==> config.mk <==
export PLATFORM = sky130hd
export DESIGN_NAME = sqrt_iter_unit
export DESIGN_NICKNAME = d
export VERILOG_FILES = /design/src/rtl/sqrt_pkg.sv /design/src/rtl/sqrt_iter_datapath.sv /design/src/rtl/sqrt_iter_unit.sv
export SDC_FILE = /design/constraint.sdc
export NUM_CORES = 1
export LEC_CHECK = 0
export CAP_MARGIN = 25
export CORE_UTILIZATION = 38
export DETAILED_ROUTE_END_ITERATION = 6
export MAX_ROUTING_LAYER = met4
export SLEW_MARGIN = 10
export SYNTH_ARGS = -nofsm -noshare
export SYNTH_HDL_FRONTEND = slang
export SYNTH_SLANG_ARGS = --single-unit
==> constraint.sdc <==
create_clock -name clock -period 4.05 [get_ports clock]
set_input_delay 1.215 -clock clock [delete_from_list [all_inputs] [get_ports clock]]
set_output_delay 1.215 -clock clock [all_outputs]
set_load 0.02 [all_outputs]
==> src/rtl/sqrt_pkg.sv <==
// -----------------------------------------------------------------------------
// sqrt_pkg
// Shared types and helpers for the iterative square-root unit.
//   state_t   : controller states (IDLE, ITER, DONE)
//   cnt_width : width of the iteration counter for a given radicand width
// -----------------------------------------------------------------------------
package sqrt_pkg;

  typedef enum logic [1:0] {
    IDLE = 2'd0,
    ITER = 2'd1,
    DONE = 2'd2
  } state_t;

  // The counter runs from WIDTH/2-1 down to 0.
  // At least one bit is kept so the counter always exists.
  function automatic int cnt_width(input int width);
    return (width / 2 > 1) ? $clog2(width / 2) : 1;
  endfunction

endpackage

==> src/rtl/sqrt_iter_datapath.sv <==
// -----------------------------------------------------------------------------
// sqrt_iter_datapath
// Radicand, root and remainder registers plus the trial subtractor of the
// digit-by-digit (radix-4 input, radix-2 root) square-root recurrence.
// Ports:
//   clock, reset : clock and synchronous active-high reset
//   load         : capture din and clear root/remainder
//   step         : perform one recurrence step (consumes top 2 radicand bits)
//   din          : unsigned radicand, WIDTH bits
//   root         : partial/final root, WIDTH/2 bits
//   rem          : partial/final remainder, WIDTH/2+1 bits
// -----------------------------------------------------------------------------
module sqrt_iter_datapath
  import sqrt_pkg::*;
#(
  parameter int WIDTH = 16
) (
  input  logic               clock,
  input  logic               reset,
  input  logic               load,
  input  logic               step,
  input  logic [WIDTH-1:0]   din,
  output logic [WIDTH/2-1:0] root,
  output logic [WIDTH/2:0]   rem
);

  localparam int HW = WIDTH / 2;
  localparam int AW = HW + 2;  // trial/remainder arithmetic width

  logic [WIDTH-1:0] rad_q;
  logic [HW-1:0]    root_q;
  logic [AW-1:0]    rem_q;

  logic [AW-1:0]    r_trial;
  logic [AW-1:0]    t_trial;
  logic             take;
  logic [AW-1:0]    rem_next;
  logic [HW-1:0]    root_next;

  // NOTE: every signal assigned in always_comb gets a value on every path
  // (defaults first), so no latch is inferred.
  always_comb begin
    r_trial   = '0;
    t_trial   = '0;
    take      = 1'b0;
    rem_next  = rem_q;
    root_next = root_q;

    r_trial   = (rem_q << 2) | AW'(rad_q[WIDTH-1 -: 2]);
    t_trial   = (AW'(root_q) << 2) | AW'(1);
    take      = (r_trial >= t_trial);
    rem_next  = take ? (r_trial - t_trial) : r_trial;
    root_next = {root_q[HW-2:0], take};
  end

  // NOTE: registered state uses non-blocking assignments only.
  // NOTE: these are a handful of flops, not a memory, so they are all reset
  // to give a clean root=0 / rem=0 after reset and after an aborted job.
  always_ff @(posedge clock) begin
    if (reset) begin
      rad_q  <= '0;
      root_q <= '0;
      rem_q  <= '0;
    end else if (load) begin
      rad_q  <= din;
      root_q <= '0;
      rem_q  <= '0;
    end else if (step) begin
      rad_q  <= rad_q << 2;
      root_q <= root_next;
      rem_q  <= rem_next;
    end
  end

  assign root = root_q;
  // The final remainder is at most 2*root, so the top bit of rem_q is only
  // ever used by intermediate r' values.
  assign rem  = rem_q[HW:0];

endmodule

==> src/rtl/sqrt_iter_unit.sv <==
// -----------------------------------------------------------------------------
// sqrt_iter_unit
// Iterative integer square root: root = floor(sqrt(din)), fixed latency of
// WIDTH/2+1 cycles from accept to the valid pulse.
// Ports:
//   clock, reset : clock and synchronous active-high reset
//   start        : request; accepted only while ready=1
//   din          : unsigned radicand (WIDTH bits, WIDTH even, 4..32)
//   ready        : high in IDLE
//   busy         : high in ITER and DONE
//   valid        : one-cycle pulse with the completed result
//   root         : floor(sqrt(din)), held until the next accept
//   rem          : din - root*root (only when SQRT_REMAINDER_EN is defined)
// Configuration macro: SQRT_REMAINDER_EN exposes the rem port.
// -----------------------------------------------------------------------------
module sqrt_iter_unit
  import sqrt_pkg::*;
#(
  parameter int WIDTH = 16
) (
  input  logic               clock,
  input  logic               reset,
  input  logic               start,
  input  logic [WIDTH-1:0]   din,
  output logic               ready,
  output logic               busy,
  output logic               valid,
  output logic [WIDTH/2-1:0] root
`ifdef SQRT_REMAINDER_EN
  ,
  output logic [WIDTH/2:0]   rem
`endif
);

  localparam int                CNT_W    = cnt_width(WIDTH);
  localparam logic [CNT_W-1:0]  CNT_INIT = CNT_W'(WIDTH / 2 - 1);

  state_t           state_q;
  state_t           state_d;
  logic [CNT_W-1:0] cnt_q;
  logic             load;
  logic             step;
  logic [WIDTH/2:0] rem_int;

  always_ff @(posedge clock) begin
    if (reset) begin
      state_q <= IDLE;
      cnt_q   <= '0;
    end else begin
      state_q <= state_d;
      if (load) begin
        cnt_q <= CNT_INIT;
      end else if (step) begin
        cnt_q <= cnt_q - 1'b1;
      end
    end
  end

  always_comb begin
    state_d = state_q;
    load    = 1'b0;
    step    = 1'b0;
    unique case (state_q)
      IDLE: begin
        if (start) begin
          load    = 1'b1;
          state_d = ITER;
        end
      end
      ITER: begin
        step = 1'b1;
        // Counter was loaded with WIDTH/2-1, so the step taken while it reads
        // 0 is the WIDTH/2-th and last one.
        if (cnt_q == '0) begin
          state_d = DONE;
        end
      end
      DONE: begin
        state_d = IDLE;
      end
      default: begin
        state_d = IDLE;
      end
    endcase
  end

  assign ready = (state_q == IDLE);
  assign busy  = (state_q == ITER) || (state_q == DONE);
  assign valid = (state_q == DONE);

  sqrt_iter_datapath #(
    .WIDTH (WIDTH)
  ) u_datapath (
    .clock (clock),
    .reset (reset),
    .load  (load),
    .step  (step),
    .din   (din),
    .root  (root),
    .rem   (rem_int)
  );

`ifdef SQRT_REMAINDER_EN
  assign rem = rem_int;
`else
  // Remainder register still exists internally; its value is simply not exported.
  logic rem_unused;
  assign rem_unused = ^rem_int;
`endif

endmodule

* Word-level counts from Yosys, hierarchy flattened
Index checks and enable logic that the tools add are counted.
** Operators by class
- Add/subtract/negate cells :: 2
- Order comparisons :: 1
- Eq/ne operators :: 4
- Multiplexer cells :: 11
- Bitwise operators :: 1
- Reductions and logical operators :: 6
** Operators by type and width (number)
- $mux 16 :: 2
- $ge 10x10->1 :: 1
- $or 10x2->10 :: 1
- $mux 8 :: 1
- $sub 8x8->8 :: 1
- $mux 3 :: 2
- $mux 2 :: 2
- $ne 2x2->1 const B :: 2
- $pmux 2 s2 :: 1
- $logic_not 3->1 :: 1
- $mux 1 :: 3
- $sub 3x1->3 const B :: 1
- $eq 2x1->1 const B :: 1
- $eq 2x2->1 const B :: 1
- $logic_not 2->1 :: 1
- $reduce_and 2->1 :: 1
- $reduce_bool 2->1 :: 1
- $reduce_or 2->1 :: 1
- $logic_or 1x1->1 :: 1
** Word-level totals
- Flip-flop bits (word level) :: 37
- Bits of input ports :: 19
- Output and inout port bits :: 11
- Logic and storage cells :: 30

* Logic depth before layout (Yosys ltp)
- Depth in word-level cells :: 4
- Depth in mapped cells :: 8
- Mapped depth without buffers :: 7

* Cells and area by module
A second synthesis with hierarchy kept.
** Second synthesis, totals
- Cell total of the unflattened synthesis :: 281
- Area, all modules :: 2343.5 um2
** By module, submodules not included
- sqrt_iter_datapath :: times used 1, cells an instance 247, area each 2029.4 um2, sequential area each 660.6 um2
- sqrt_iter_unit :: times used 1, cells an instance 34, area each 314.1 um2, sequential area each 100.1 um2

* Least setup slack after synthesis
No wires, ideal clock.
- Kind :: input-to-reg
- Start :: in start
- End :: reg u_datapath.rem_q[0]
- Data arrival time :: 2.071 ns
- Setup slack :: 1.857 ns
- Stages on the path :: 5
- Buffers on the path :: 1
- Cells stage by stage :: nand2_1 > nand2b_1 > clkbuf_1 > nor4_1 > a311o_1
** Between the ends
- Cells in the longest elaborated chain, start to end :: 3
** Ends and longest elaborated chain
- from (decl) :: line sqrt_iter_unit.sv:23 : input logic start,
- $mux 1 :: line sqrt_iter_unit.sv:65 : if (start) begin
- $mux 1 :: line sqrt_iter_unit.sv:63 : unique case (state_q)
- $reduce_or 2->1 (no source line)
- to (signal assigned) :: line sqrt_iter_datapath.sv:71 : rem_q <= rem_next;
- to (decl) :: line sqrt_iter_datapath.sv:32 : logic [AW-1:0] rem_q;
No other way between the ends.
A chain may end at the register's enable or synchronous reset.

* Final worst setup path
- Start :: reg state_q[1]
- End :: out ready
** Between the ends
- Cells in the longest elaborated chain, start to end :: 1
** Ends and longest elaborated chain
- from (decl) :: line sqrt_iter_unit.sv:38 : state_t state_q;
- from (signal assigned) :: line sqrt_iter_unit.sv:50 : state_q <= state_d;
- $logic_not 2->1 :: line sqrt_iter_unit.sv:87 : assign ready = (state_q == IDLE);
- to (decl) :: line sqrt_iter_unit.sv:25 : output logic ready,
No other way between the ends.

==> results.yml <==
run_status:
  outcome: "finished clean"
timing:
  post-route-period-util: 0.6994
  max_clock_freq_mhz: 353.0
  hold_viol_final: 0
  finalCriticalPeriod_ns: 2.833
  fin_skew_ns: 0.003059
  rsz0062_at_grt: "no"
  drv_slew: 0
  setup_viol: 0
  worst_slew_pin_slew_ns: 0.8248
  slew_headroom: 0.4501
  setup_tns_ns: 0
  setup_slack_ns: 1.217
floorplan:
  die-area_um2: 5600
  fp-row-count: 26
  core-area_um2: 5107
  io_pins: 30
  fp.dieH_um: 74.83
  die_w_um: 74.83
  start_util: 0.3947
run:
  cap_violations: 0
route:
  drt_iter0_markers: 61
  wl_per_cell_um: 12.68
  viasPerCell: 5.025
  num_vias: 1633
  dr.pass1.iters: 4
  wirelength_um: 4122
  drt.antenna.violating_nets: 0
  drc: 0
critical_path:
  cp_top_family: "buffers and inverters"
  worstPathRequired_ns: 2.83
  crit_slowest_cell: "clkdlybuf4s50_1"
  cp_max_fo: 7
  cp_num_buf_inv: 2
  critPathArrivalTime_ns: 1.62
  crit_path_end_kind: "primary output"
  crit_chain: "inv_1, ha_1, clkdlybuf4s50_1"
  critPathLaunchType: "register"
  path_class: "reg -> out"
  max_stage_delay_ns: 0.65
layout:
  final_nets: 288
  instances_no_fill: 325
  fillCellCount: 544
  layout-drive-gt1-share: 0.05490
  antenna_cells: 0
  synthToLayoutAreaGrowth_pct: 21.48
  seqCellArea_um2: 740.7
  multi_input_area_um2: 1142
synth:
  synth_ff_type: "dfxtp_1"
  synth_warnings: 0
  synth.area.top_cells: "dfxtp_1, mux2i_1, ha_1, a211oi_1, nor2_1"
  syn_inst: 227
  netlist_area_um2: 2016
  synthDistinctLibCells: 36
  synth_top_area_frac: 0.3675
  avgSynthCellArea_um2: 8.880
  synth_nets: 261
  synth_edf_count: 0
  seq_area_frac_synth: 0.3675
  synth_top_cell_by_area: "dfxtp_1"
  synth_seq_cells: 37
  synth-async-reset-ratio: 0
place:
  dp.cells: 317
  hpwl_um: 2909
  placement.io_buffers: 29
  place_congestion: 0.7343
  dp_worst_setup_slack_ns: 1.029
clock_network:
  cts-resized-gates: 0
  cts_tree: "built"
  clock_latency_ns: 0.28
  cts_max_path_buffers: 2
  clk_pin_slew_ns: 0.07
  cts_setup_buffers: 0
  cts_sinks: 37
  cts_buffers: 5
  clock_tree.htree_level_count: 2
  clockRootBuffer: "clkbuf_8"
  hold_buffers: 0
pwr:
  peakVddDrop_mv: 0.2377
  p_per_area_nw_per_um2: 465.4
  p_leak_nw: 0.9590
global_route:
  track_usage: 0.1753
  grt_pass1_vias: 1581
  grt_max_degree: 43
  grt_pass1_wl_um: 7251
  antenna_found_initial: 0
  gr-total-overflow: 0
worst_hold_path:
  hold_class: "reg -> reg"
==> sequential cells by signal, summed over array words and instances (netlist names) <==
| signal | count |
|---|---|
| u_datapath.rad_q | 16 |
| u_datapath.rem_q | 8 |
| u_datapath.root | 8 |
| cnt_q | 3 |
| state_q | 2 |
==> layout make-up <==
| class | instances | area share |
|---|---|---|
| clock inverters | 2 | 0.004088 |
| repair buffers | 33 | 0.1308 |
| clock buffers | 6 | 0.02964 |
| flip-flops and latches | 37 | 0.3025 |
| inverters | 20 | 0.03066 |
| well taps | 70 | 0.03577 |
| multi-input cells | 157 | 0.4665 |
==> layout by cell type, fill, tap and decap left out, types with 2 or more instances in the layout <==
cell and instances:
nor2_1 26, clkdlybuf4s50_1 29, and3_1 3, inv_1 19
xnor2_1 4, buf_4 4, and4_1 3, a21o_1 2
a211oi_1 17, nand2b_1 4, clkinv_2 2, o31ai_1 2
xor2_1 2, nor4_1 2, nand2_1 7, a311o_1 2
a41oi_1 2, mux2i_1 25, a21oi_1 16, nand3_1 4
clkbuf_8 5, dfxtp_1 37, ha_1 14, o21ai_0 9
==> logic make-up (layout without fill, tap and decap cells) <==
group / after synthesis / count (layout) / synth area share
buffers and inverters: 33 / 61 / 0.06703
flip-flops: 37 / 37 / 0.3675
AO/OA/AOI/OAI: 58 / 58 / 0.1949
adder cells (fa/ha/maj): 15 / 15 / 0.09311
XOR/XNOR: 6 / 6 / 0.02607
multiplexers: 25 / 25 / 0.1241
AND/OR/NAND/NOR: 53 / 53 / 0.1273
==> worst register-to-register path, stage by stage (launching register included) <==
cell and delay (ns):
dfxtp_1 0.39, inv_1 0.08, ha_1 0.35, a21oi_1 0.16
o21ai_0 0.15, a211oi_2 0.24, buf_4 0.23, nor4_1 0.07
a311o_1 0.32
==> metal layers <==
layer / part of all wire / global-route usage / up-vias
li1: - / - / 864
met1: 0.51 / 0.2195 / 735
met2: 0.45 / 0.2823 / 28
met3: 0.025 / 0.03614 / 6
met4: 0.015 / 0.05660 / 0
met5: 0 / - / -
==> Yosys cell counts, drive strengths merged (4+ instances only) <==
cell,n
a211oi,18
a21oi,16
and3,4
buf,4
clkbuf,9
dfxtp,37
ha,15
inv,19
mux2i,25
nand2,7
nand2b,4
nand3,4
nor2,26
o21ai,9
xnor2,4
==> power breakdown <==
group / leakage [nW] / switching (mW) / internal [mW]
logic: 0.611 / 0.249 / 0.207
registers: 0.304 / 0.0300 / 0.408
clock network: 0.0450 / 0.127 / 0.119
==> worst paths after layout <==
path | depth (start not counted) | start | endpoint | slack, ns
worst max-delay path | 3 | state_q[1]$_SDFFE_PP0P_ | ready | 1.22
worst min-delay path | 2 | u_datapath.rad_q[0]$_SDFFE_PP0P_ | u_datapath.rad_q[0]$_SDFFE_PP0P_ | 0.49
worst min register to register | 2 | u_datapath.rad_q[0]$_SDFFE_PP0P_ | u_datapath.rad_q[0]$_SDFFE_PP0P_ | 0.49
worst max register to register | 8 | u_datapath.root[1]$_SDFFE_PP0P_ | u_datapath.rem_q[1]$_SDFFE_PP0P_ | 1.94
==> per-stage QoR <==
stage | instance area, um^2 | total power, mW | hold WS [ns] | util
after detailed placement | 2366 | 0.9004 | 0.4842 | 0.4633
after global placement | 2366 | 0.9014 | 0.4813 | 0.4633
after floorplan | 2016 | 0.8018 | 0.4639 | -
final | 2449 | 1.140 | 0.4945 | 0.4794
after CTS | 2449 | 1.150 | 0.5008 | 0.4794
after global routing | 2449 | 1.226 | 0.5262 | 0.4794
(Power assumes the default switching activity.)
